File: src/rtl/vm_pkg.sv
// Shared definitions for the change dispenser: coin indices, values and FSM states.
package vm_pkg;

    localparam int NUM_COINS = 6;

    localparam logic [2:0] COIN_50 = 3'd0;
    localparam logic [2:0] COIN_20 = 3'd1;
    localparam logic [2:0] COIN_10 = 3'd2;
    localparam logic [2:0] COIN_5  = 3'd3;
    localparam logic [2:0] COIN_2  = 3'd4;
    localparam logic [2:0] COIN_1  = 3'd5;

    typedef enum logic [1:0] {
        S_IDLE     = 2'd0,
        S_SELECT   = 2'd1,
        S_DISPENSE = 2'd2,
        S_FINISH   = 2'd3
    } state_t;

    typedef logic [NUM_COINS-1:0][3:0] stock_vec_t;

    // Face value of a coin index; indices outside the table are worth nothing.
    function automatic logic [6:0] coin_value(input logic [2:0] idx);
        case (idx)
            COIN_50: coin_value = 7'd50;
            COIN_20: coin_value = 7'd20;
            COIN_10: coin_value = 7'd10;
            COIN_5:  coin_value = 7'd5;
            COIN_2:  coin_value = 7'd2;
            COIN_1:  coin_value = 7'd1;
            default: coin_value = 7'd0;
        endcase
    endfunction

endpackage

File: src/rtl/coin_select.sv
// Picks the largest in-stock coin that does not exceed the remaining change.
module coin_select
    import vm_pkg::*;
(
    input  logic [6:0] rem,
    input  stock_vec_t stock,
    output logic       found,
    output logic [2:0] idx
);

    always_comb begin
        // NOTE: defaults first so every path assigns the outputs and no latch is inferred.
        found = 1'b0;
        idx   = 3'd0;
        // Walk from the smallest coin upward so the largest eligible one is written last.
        for (int i = NUM_COINS - 1; i >= 0; i--) begin
            if (stock[i] != 4'd0 && coin_value(3'(i)) <= rem) begin
                found = 1'b1;
                idx   = 3'(i);
            end
        end
    end

endmodule

File: src/rtl/change_dispenser.sv
// Change dispenser: pays out a requested amount coin by coin from limited stocks,
// reporting any shortfall through redLight and owed.
module change_dispenser
    import vm_pkg::*;
#(
    parameter logic [3:0] STOCK_INIT = 4'd15
) (
    input  logic       clk,
    input  logic       rst,
    input  logic       start,
    input  logic [6:0] change_in,
    input  logic       refill,
    input  logic       coin_ready,
    output logic       coin_valid,
    output logic [2:0] coin_type,
    output logic       busy,
    output logic       done,
    output logic       redLight,
    output logic [6:0] owed,
    output logic       stock_empty
);

    state_t     state;
    logic [6:0] rem;
    stock_vec_t stock;
    logic       sel_found;
    logic [2:0] sel_idx;

    coin_select u_coin_select (
        .rem   (rem),
        .stock (stock),
        .found (sel_found),
        .idx   (sel_idx)
    );

    // Outputs decoded from state so an asynchronous reset drops them at once.
    assign coin_valid = (state == S_DISPENSE);
    assign done       = (state == S_FINISH);
    assign busy       = (state != S_IDLE);

    always_comb begin
        stock_empty = 1'b0;
        for (int i = 0; i < NUM_COINS; i++) begin
            if (stock[i] == 4'd0) stock_empty = 1'b1;
        end
    end

    always_ff @(posedge clk or posedge rst) begin
        if (rst) begin
            // NOTE: the six stock counters are plain flops, not a RAM, so they reset directly.
            state     <= S_IDLE;
            rem       <= 7'd0;
            stock     <= {NUM_COINS{STOCK_INIT}};
            coin_type <= 3'd0;
            redLight  <= 1'b0;
            owed      <= 7'd0;
        end else begin
            // NOTE: non-blocking so every register sees the pre-edge values of the others.
            case (state)
                S_IDLE: begin
                    if (refill) stock <= {NUM_COINS{STOCK_INIT}};
                    if (start) begin
                        rem      <= change_in;
                        redLight <= 1'b0;
                        state    <= S_SELECT;
                    end
                end
                S_SELECT: begin
                    if (rem != 7'd0 && sel_found) begin
                        coin_type <= sel_idx;
                        state     <= S_DISPENSE;
                    end else begin
                        state <= S_FINISH;
                    end
                end
                S_DISPENSE: begin
                    if (coin_ready) begin
                        rem              <= rem - coin_value(coin_type);
                        stock[coin_type] <= stock[coin_type] - 4'd1;
                        state            <= S_SELECT;
                    end
                end
                S_FINISH: begin
                    owed     <= rem;
                    redLight <= (rem != 7'd0);
                    state    <= S_IDLE;
                end
                default: state <= S_IDLE;
            endcase
        end
    end

endmodule

File: config.mk
export PLATFORM = sky130hd
export DESIGN_NAME = change_dispenser
export DESIGN_NICKNAME = d
export VERILOG_FILES = /design/src/rtl/vm_pkg.sv /design/src/rtl/coin_select.sv /design/src/rtl/change_dispenser.sv
export SDC_FILE = /design/constraint.sdc
export NUM_CORES = 1
export LEC_CHECK = 0
export ABC_AREA = 0
export BUFFER_PORTS_ARGS = -buffer_cell sky130_fd_sc_hd__buf_2
export CAP_MARGIN = 15
export CORE_MARGIN = 2
export CORE_UTILIZATION = 59
export CTS_BUF_LIST = sky130_fd_sc_hd__clkbuf_4 sky130_fd_sc_hd__clkbuf_8 sky130_fd_sc_hd__clkbuf_16
export DETAILED_ROUTE_END_ITERATION = 10
export PLACE_DENSITY = 0.9
export SYNTH_ARGS = -nofsm -noshare
export SYNTH_HDL_FRONTEND = slang
export SYNTH_SLANG_ARGS = --single-unit
File: constraint.sdc
create_clock -name clk -period 2.6 [get_ports clk]
set_input_delay 0 -clock clk [delete_from_list [all_inputs] [get_ports clk]]
set_output_delay 0 -clock clk [all_outputs]
set_load 0.02 [all_outputs]
# Yosys cells after proc, flatten, opt, wreduce, memory -nomap -nowiden
# Index checks and enable logic that the tools add are counted.
classes:
  reduce_logical: 31
  muxes: 38
  magnitude_cmp: 8
  eq_ne: 11
  addsub: 2
op_table:
  columns: ["operator", "n"]
  rows:
  - ["two-way mux 24 bit", 2]
  - ["case mux 24 bit (2 select lines)", 1]
  - ["case mux 6 bit (6 select lines)", 1]
  - ["two-way mux 7 bit", 4]
  - ["bitwise mux 24 bit", 1]
  - ["logical NOT 4 bit", 6]
  - ["nonzero test 4 bit", 6]
  - ["two-way mux 3 bit", 6]
  - ["two-way mux 1 bit", 14]
  - ["case mux 7 bit (2 select lines)", 1]
  - ["binary-select mux 4 bit (select 3 bit)", 1]
  - ["demux 4 bit (select 3 bit)", 1]
  - ["logical AND 1 bit", 8]
  - ["two-way mux 4 bit", 2]
  - ["case mux 2 bit (4 select lines)", 1]
  - ["<= comparator 1 x 7 -> 1 bit, first input constant", 1]
  - ["<= comparator 2 x 7 -> 1 bit, first input constant", 1]
  - ["<= comparator 3 x 7 -> 1 bit, first input constant", 1]
  - ["<= comparator 4 x 7 -> 1 bit, first input constant", 1]
  - ["<= comparator 5 x 7 -> 1 bit, first input constant", 1]
  - ["<= comparator 6 x 7 -> 1 bit, first input constant", 1]
  - ["nonzero test 7 bit", 1]
  - ["subtractor 7 bit", 1]
  - ["== test 3 x 2 -> 1 bit, second input constant", 2]
  - ["other kinds (15)", 25]
word_totals:
  reg_bits: 44
  elab_cells: 101
  output_inout_bits: 15

# Depth between registers and ports, before layout
depth:
  ltp_word: 11
  ltp_mapped: 11
  mapped_depth_nobuf: 10

# By module
# Synthesis repeated with hierarchy kept, for this count alone.
unflattened:
  cells_unflattened: 277
  area_unflattened_um2: 2686.3
by_module_without_submodules:
  columns: ["module", "seq_area_each_um2", "area_each_um2", "instances", "cells_per_inst"]
  rows:
  - ["change_dispenser", 1131.1, 2411.1, 1, 240]
  - ["coin_select", 0.0, 275.3, 1, 37]

# Least setup slack after synthesis
# Ideal clock, no wire load.
synth_timing:
  kind: "reg-to-reg"
  start: "register coin_type[2]"
  end: "register rem[6]"
  setup_time_ns: 0.116
  stages_incl_launch_ff: 11
  required_ns: 2.484
  period_less_slack_ns: 2.458
  slack_ns: 0.142
  arrival_time_ns: 2.342
  path_cell_list: "dfrtp_1 -> nor2b_1 -> clkbuf_2 -> o21a_1 -> ha_1 -> fa_1 -> nor2b_1 -> o21ai_0 -> a21boi_0 -> o21ai_0 -> o311ai_0"
synth_via:
  elab_chain_cells: 7
  word_cells_on_any_way: 12
  cone_classes: "add/sub: 1; eq/ne: 5; mux: 5; reduce/logical: 1"
synth_lines:
  columns: ["element", "line_no", "rtl"]
  rows:
  - ["from (decl)", "change_dispenser.sv:15", "output logic [2:0] coin_type,"]
  - ["from (signal assigned)", "change_dispenser.sv:70", "coin_type <= sel_idx;"]
  - ["== test 3 bit, or another cell as far along", "vm_pkg.sv:24", "case (idx)"]
  - ["case mux 6 bit (6 select lines) (*)", "vm_pkg.sv:24", null]
  - ["two-way mux 7 bit (*)", "change_dispenser.sv:77", "if (coin_ready) begin"]
  - ["two-way mux 7 bit (*)", "change_dispenser.sv:59", "case (state)"]
  - ["subtractor 7 bit (*)", "change_dispenser.sv:78", "rem <= rem - coin_value(coin_type);"]
  - ["two-way mux 7 bit (*)", "change_dispenser.sv:77", null]
  - ["case mux 7 bit (2 select lines) (*)", "change_dispenser.sv:59", null]
  - ["to (signal assigned)", "change_dispenser.sv:63", "rem <= change_in;"]
  - ["to (signal assigned)", "change_dispenser.sv:78", null]
  - ["to (decl)", "change_dispenser.sv:24", "logic [6:0] rem;"]
# Mark *: on every way between the ends. The rest lies on a longest branch, timed or not. The select of a mux whose other input is x is not followed.
# A chain may end at the register's enable or synchronous reset.

# Final worst setup path
layout_timing:
  start: "register coin_type[2]"
  end: "register rem[4]"
# The elaborated chain is that of the path after synthesis.

==> reports/metrics.cfg <==
[clock_tree]
cts.clk_slew.worst_paths_ps = 80
clkLatencyLatePin_ps = 300
cts-root-buf = clkbuf_8
clockBufferDepth = 2
cts.htree.levels = 2
cts_buffers = 5
post-cts-setup-buffers = 0
cts_tree = yes
clock-sinks = 44

[floorplan]
die_y_um = 70.08
dieArea_um2 = 4911
pin_count = 27
die_w_um = 70.08
core_area_um2 = 4294
start_util = 0.5999
fp-row-count = 24

[placement]
dp_hpwl_um = 4466
gp_congestion = 0.9921
pre_cts_ws_ps = 132.5
io_buffers = 26

[power_and_ir_drop]
internal_power_mw = 2.179
clkPwrFrac = 0.114
peakVddDrop_uv = 602.0
swShare = 0.4649
p_sw_mw = 1.893
seqPwrFrac = 0.351
p_per_area_nw_per_um2 = 1397
p_total_mw = 4.071
power_frac_comb = 0.535
leakage_nw = 1.205

[sta]
hold_viol = 0
slew_viol_final = 0
setup_slack_ps = 143.5
max_slew.worst_pin.slew_ps = 588.9
finalSetupViolCount = 0
post-route-period-util = 0.9448
rsz0062_at_grt = no
tns_ps = 0
maxSlewHeadroom = 0.6074
max_freq_ghz = 0.4071
worst_clock_skew_ps = 7.392
finalCriticalPeriod_ps = 2457

[layout]
drive_gt1_frac = 0.2941
layout.nets = 326
n_fill_cell = 336
antenna_cells = 0
area_delta_synth_final_pct = 13.16

[synthesis]
synthesis.area_um2 = 2576
synth_ff_type = dfstp_2
muxShareOfSynthArea = 0.08742
ys_warn_count = 0
yosysUniqueCellTypes = 46
synth_fa_ha_area_frac = 0.04662
synth.net_count = 292
avgSynthCellArea_um2 = 9.506
synth_top_family_by_area = compound AO/OA/AOI/OAI gates
ys_seq_elements = 44
synthMostInstantiatedCell = nor2_1
async_flop_share = 1.000
synth_top_area_cell = dfstp_2
synth_compound_area_frac = 0.1986
synthCells = 271
synth_xor_area_frac = 0.01360
synth_top_area_frac = 0.2448
synth_commonest_cells = nor2_1 (34), a21oi_1 (30), dfstp_2 (24), dfrtp_1 (20)
synth-edff-count = 0
ys_seq_area_frac = 0.4390
synth-simple-area-share = 0.1797
ys_top_cells_by_area = dfstp_2 (24%), dfrtp_1 (19%), a21oi_1 (5.8%), mux2_2 (5.2%), nor2_1 (5.0%)

[job]
maxCapViolations = 0

[setup_path]
path_cells = nor2b_1 > o21a_1 > ha_1 > fa_1 > nor2b_1 > o21ai_0 > nor3b_1 > or3_1 > a31oi_1
cpPeakStageDelay_ps = 460
cp_slowest_cell = dfrtp_2
required_ps = 2820
cp_max_fo = 8
critPathArrivalTime_ps = 2670
cp_num_buf_inv = 0
cp_common_cell = nor2b_1
critPathKind = register to register
cp-end-kind = register
crit_family = simple AND/OR/NAND/NOR gates
cp-start-kind = register

[detailed_routing]
via_count = 2287
via_per_inst = 6.388
route.detailed.drc = 0
wl_per_cell_um = 17.80
ant_nets = 0
drtPass1Iterations = 6
totalWireLength_um = 6372
drt_iter0_markers = 305

[global_route]
use_met2 = 0.4307
overflow = 0
grt_max_degree = 31
busiest_layer = met2
first_global_vias = 2239
track_usage = 0.2684
antenna_found_initial = 0
globalRouteMet3Util = 0.03175
use_met1 = 0.3719
grt_pass1_wl_um = 10460

[min_path]
hp-class = primary input to register

[outcome]
status = finished clean

[metal layers]
metal	share of wire	routed length, um	vias to the layer above
met2	0.50	3166	116
li1	-	-	1049
met1	0.41	2620	1111
met4	0.019	123	0
met5	0	0	-
met3	0.072	461	11
[power groups by stage]
stage / clock network, mW / logic, mW / registers [mW]
6_report: 0.463 / 2.18 / 1.43
4_1_cts: 0.469 / 2.14 / 1.41
5_1_grt: 0.491 / 2.38 / 1.47
2_1_floorplan: 0 / 1.55 / 1.39
3_3_place_gp: 0 / 2.02 / 1.39
3_5_place_dp: 0 / 2.10 / 1.42
[logic make-up after synthesis]
logic type      count (synthesis)
simple gates                   95
flops                          44
compound gates                 82
xor+xnor                        4
mux                            16
fa+ha+maj                       9
buf+inv                        21
[final timing paths]
| path | start | to | slack (ps) | depth (start not counted) |
|---|---|---|---|---|
| hold reg to reg | owed[6] | owed[6] | 490 | 2 |
| setup / recovery | coin_type[2] | rem[4] | 140 | 9 |
| hold / removal | change_in[1] | rem[1] | 1 | 3 |
| min in group asynchronous | rst | state[0] | 290 | 3 |
| max in group asynchronous | rst | stock[8] | 1470 | 4 |
| setup reg to reg | coin_type[2] | rem[4] | 140 | 9 |
[worst reg2reg max path: cells and delay by family, from the launching register on]
kind,cells,cell delay (ps)
adder cells (fa/ha/maj),2,600
AO/OA/AOI/OAI,3,520
flip-flops,1,460
AND/OR/NAND/NOR,4,810
[state kept, by name, summed over array words and instances, names as in the netlist]
signal,cells
stock,24
owed,7
rem,7
coin_type,3
state,2
redLight,1
[cells in the final DEF, fill, tap and decap left out, drive strengths merged, types with 2 or more instances in the layout]
cell type | netlist | layout
a21boi | 3 | 3
a21o | 3 | 3
a21oi | 30 | 30
a22oi | 4 | 4
a31oi | 12 | 12
a32o | 2 | 2
buf | 3 | 32
clkbuf | 7 | 7
dfrtp | 20 | 20
dfstp | 24 | 24
dlygate4sd3 | 0 | 5
ha | 8 | 8
inv | 11 | 12
mux2 | 12 | 12
mux4 | 4 | 4
nand2 | 16 | 16
nand2b | 6 | 6
nand3 | 5 | 5
nor2 | 36 | 36
nor2b | 8 | 8
nor3 | 6 | 6
nor4 | 8 | 8
o21a | 3 | 3
o21ai | 17 | 17
o41ai | 2 | 2
or2 | 2 | 2
or3 | 5 | 5
xor2 | 3 | 3
[area by class of cell]
| type | instances | area, um2 | share of cell area |
|---|---|---|---|
| clock inverter | 1 | 6.256 | 0.002146 |
| inverter | 11 | 41.29 | 0.01416 |
| timing repair buffer | 37 | 225.2 | 0.07725 |
| multi-input combinational | 206 | 1355 | 0.4648 |
| clock buffer | 7 | 90.09 | 0.03090 |
| tap | 52 | 65.06 | 0.02232 |
| sequential | 44 | 1132 | 0.3884 |
[per-stage QoR]
stage | hold WS [ps] | utilization | std cells | area (um2)
finish | 1.238 | 0.6789 | 358 | 2915
global route | 20.58 | 0.6789 | 358 | 2915
CTS | 1.097 | 0.6786 | 358 | 2914
detailed placement | 80.22 | 0.6445 | 345 | 2768
global placement | 67.77 | 0.6445 | 345 | 2768
floorplan | 111.8 | - | 271 | 2576
[timing repair]
| action | 4_1_cts | 5_1_grt |
|---|---|---|
| hold buffers | 5 | 0 |
| hold endpoints to repair | 18 | 0 |
| resized for setup | 0 | 2 |
| endpoints found under the setup margin | 0 | 1 |
Note: power is estimated with default switching activity, not from simulation.
